[config.mk]
export PLATFORM = sky130hd
export DESIGN_NAME = sync_clk_divider
export DESIGN_NICKNAME = d
export VERILOG_FILES = /design/src/rtl/sync_clk_divider.sv
export SDC_FILE = /design/constraint.sdc
export NUM_CORES = 1
export LEC_CHECK = 0
export ABC_AREA = 1
export CAP_MARGIN = 40
export CORE_MARGIN = 2
export CORE_UTILIZATION = 57
export CTS_CLUSTER_SIZE = 14
export DETAILED_ROUTE_END_ITERATION = 8
export GPL_TIMING_DRIVEN = 0
export PLACE_DENSITY = 0.92
export SETUP_SLACK_MARGIN = 0.3
export SLEW_MARGIN = 15
export SYNTH_ARGS = -nofsm -noshare
export SYNTH_HDL_FRONTEND = slang
export SYNTH_SLANG_ARGS = --single-unit
[constraint.sdc]
create_clock -name clki -period 2.7 [get_ports clki]
set_input_delay 0.27 -clock clki [delete_from_list [all_inputs] [get_ports clki]]
set_output_delay 0.27 -clock clki [all_outputs]
set_load 0.05 [all_outputs]
[src/rtl/sync_clk_divider.sv]
// Glitch-free integer clock divider: clko = clki / (divs+1), built from a
// low-transparent clock-gate latch ORed with a registered stretch term.
`timescale 1ns/1ps

module sync_clk_divider_tlatnca (
  input  logic ck,
  input  logic e,
  output logic eck
);
  logic en_l;

  // NOTE: a deliberate level-sensitive latch; it only follows e while ck is low,
  // so an enable change during the high phase can never chop or create a pulse.
  always_latch begin
    if (!ck) en_l = e;
  end

  assign eck = ck & en_l;
endmodule

module sync_clk_divider_or2 (
  input  logic a,
  input  logic b,
  output logic y
);
  assign y = a | b;
endmodule

module sync_clk_divider #(
  parameter int unsigned    DW = 8,
  parameter logic [DW-1:0]  RV = '0
) (
  input  logic          clki,
  output logic          clko,
  input  logic          rst_,
  input  logic [DW-1:0] divs,
  output logic          plso
);
  logic [DW-1:0] ss;
  logic [DW-1:0] cnt;
  logic          rr;
  logic          fr;
  (* keep = "true" *) logic ovf;
  logic          hovf;
  logic          rr_next;
  logic          gclk;
  logic          rr_fr;

  assign ovf     = (cnt == ss);
  assign hovf    = (cnt == {1'b0, ss[DW-1:1]});
  assign rr_next = (ovf | rr) & ~hovf;

  // NOTE: non-blocking so every clki flop samples the pre-edge cnt/ss/rr values,
  // including ss, which is reloaded on the clko edge in the same time step.
  always_ff @(posedge clki or negedge rst_) begin
    if (!rst_) begin
      cnt <= '0;
      rr  <= 1'b0;
      fr  <= 1'b0;
    end else begin
      cnt <= (ovf || ss == '0) ? '0 : cnt + 1'b1;
      rr  <= rr_next;
      fr  <= rr_next | ss[0];
    end
  end

  // Divisor is sampled only when clko rises, so a new divs takes effect at a period boundary.
  always_ff @(posedge clko or negedge rst_) begin
    if (!rst_) ss <= RV;
    else       ss <= divs;
  end

  (* dont_touch = "true" *)
  sync_clk_divider_tlatnca u_cg (
    .ck  (clki),
    .e   (ovf),
    .eck (gclk)
  );

  assign rr_fr = rr & fr;

  (* dont_touch = "true" *)
  sync_clk_divider_or2 u_or (
    .a (gclk),
    .b (rr_fr),
    .y (clko)
  );

  assign plso = ovf;
endmodule

==> results.cfg <==
[die]
fp.dieH_microns = 44.9
core-area_sq_um = 1540
die_w_microns = 44.9
io_pins = 12
initial_core_util = 0.619
dieArea_sq_um = 2020
rows = 14

[sta]
final.setup.tns_ns = -0.579
setup_violations = 1
drv_slew = 0
slew_headroom = 0.671
hold_viol = 0
finClkSkew_ns = 0.174
rsz0062_at_grt = true
fin_ws_ns = -0.579
worst_slew_pin_slew_ns = 0.492
whs_ns = 0.242

[placed_design]
place.port_buffers = 11
dp.cells = 143
hpwl_microns = 1420
gp_congestion = 0.891

[worst_setup_path]
cp.arrival_ns = 3.01
cp_top_family = buffers and inverters
crit_fanout = 2
cp_num_cells = 4
crit_required_ns = 2.43
critical_path_class = latch to output port
crit_top_cell = buf_8
cp_cell_sequence = a22o_4 -> buf_8 -> buf_8 -> buf_8
end_kind = output port
reg2regPathDepth = 5
cpPeakStageDelay_ns = 0.28
crit_slowest_cell = dlxtn_2
r2r_end = u_cg.en_l$_DLATCH_N_
timing.rr.start = ss[3]$_DFF_PN0_
ff2ff_setup_slack_ns = 0.15
critPathLaunchType = latch
cp.buffers_inverters = 3

[synth]
syn_avg_cell_area_sq_um = 8.23
synthCells = 116
synth_nets = 127
netlist_area_sq_um = 955
yosys_warnings = 0

[outcome]
violations = setup timing
status = finished with violations

[global_route]
grt_pass1_vias = 1092
antenna_found_initial = 0
grt_max_degree = 19
grt_pass1_wl_microns = 5200
overflow = 0
track_usage = 0.405

[pwr]
power_uw = 1200
power_leakage_uw = 0.000717
powerDensity_nw_per_um2 = 840
vdd.ir_drop.worst_mv = 0.684

[detailed_routing]
drc = 0
wire_per_inst_microns = 21.6
detail-route-antenna-nets = 0
vias_per_cell = 6.38
drt-total-wl_microns = 3850
vias = 1136
drtIter0Drc = 119
firstDrtPassIters = 5

[clock_network]
clkLatencyLatePin_ns = 0.91
cts_tree = yes
clkTransAtPathRegs_ns = 0.07

[final_layout]
post-route-util = 0.928
antenna-diode-count = 0
finalNetCount = 174
fin_cells = 178
syn2layout_area_growth_pct = 49.8
drive_above_1_share = 0.315

[worst_hold_path]
hold_class = input pin to async pin

[job]
maxCapViolCount = 0
[repair_timing]
| item | 4_1_cts | 5_1_grt |
|---|---|---|
| setup endpoints to repair | 3 | 3 |
| buffers inserted | 3 | 6 |
| hold buffers | 9 | 0 |
| endpoints found under the hold margin | 16 | 0 |
| gates resized for setup | 20 | 12 |
| gates cloned | 0 | 0 |
| pin swaps | 2 | 5 |
[cell type report]
| class | count | area [sq um] |
|---|---|---|
| plain buffers | 2 | 22.5 |
| clock buffers | 18 | 154 |
| fillers | 54 | 111 |
| inverters | 19 | 75.1 |
| multi-input cells | 76 | 429 |
| flip-flops and latches | 19 | 467 |
| well taps | 16 | 20.0 |
| repair buffers | 28 | 263 |
[cells in the final DEF (no fill, tap or decap), types with 4 or more instances in the layout]
cell,instances
xnor2_1,5
nor2_1,10
dlygate4sd3_1,9
clkbuf_4,13
buf_6,4
buf_4,9
dfrtp_1,18
inv_1,14
clkdlybuf4s50_1,9
nand2_2,7
inv_2,4
nand2_1,32
[registers in the layout, indices dropped and copies added (netlist names)]
register   count
cnt            8
fr             1
rr             1
ss             8
u_cg.en_l      1
[routing by layer]
layer,GRT usage,part of all wire
met2,0.597,0.45
met3,0.232,0.12
met4,0.347,0.089
met1,0.404,0.34
met5,0,0
[power by group]
group	total (uW)	internal, uW	switching [uW]
clock network	326	186	140
registers	341	244	96.8
logic	534	214	320
[per-stage QoR]
| step | worst slack [ns] | instance area, sq um |
|---|---|---|
| finish | -0.579 | 1430 |
| detailed placement | -0.268 | 1090 |
| global placement | -0.267 | 1090 |
| global route | -0.618 | 1430 |
| floorplan | 0.266 | 960 |
| CTS | -0.595 | 1350 |
[worst max path at each step]
stage	startpoint	endpoint	slack, ns
6_report	u_cg.en_l$_DLATCH_N_	clko	-0.58
5_1_grt	u_cg.en_l$_DLATCH_N_	clko	-0.62
4_1_cts	u_cg.en_l$_DLATCH_N_	clko	-0.59
3_5_place_dp	u_cg.en_l$_DLATCH_N_	clko	-0.27
3_3_place_gp	u_cg.en_l$_DLATCH_N_	clko	-0.27
2_1_floorplan	cnt[6]$_DFF_PN0_	u_cg.en_l$_DLATCH_N_	0.27
Power figures use the tool's default switching activity.
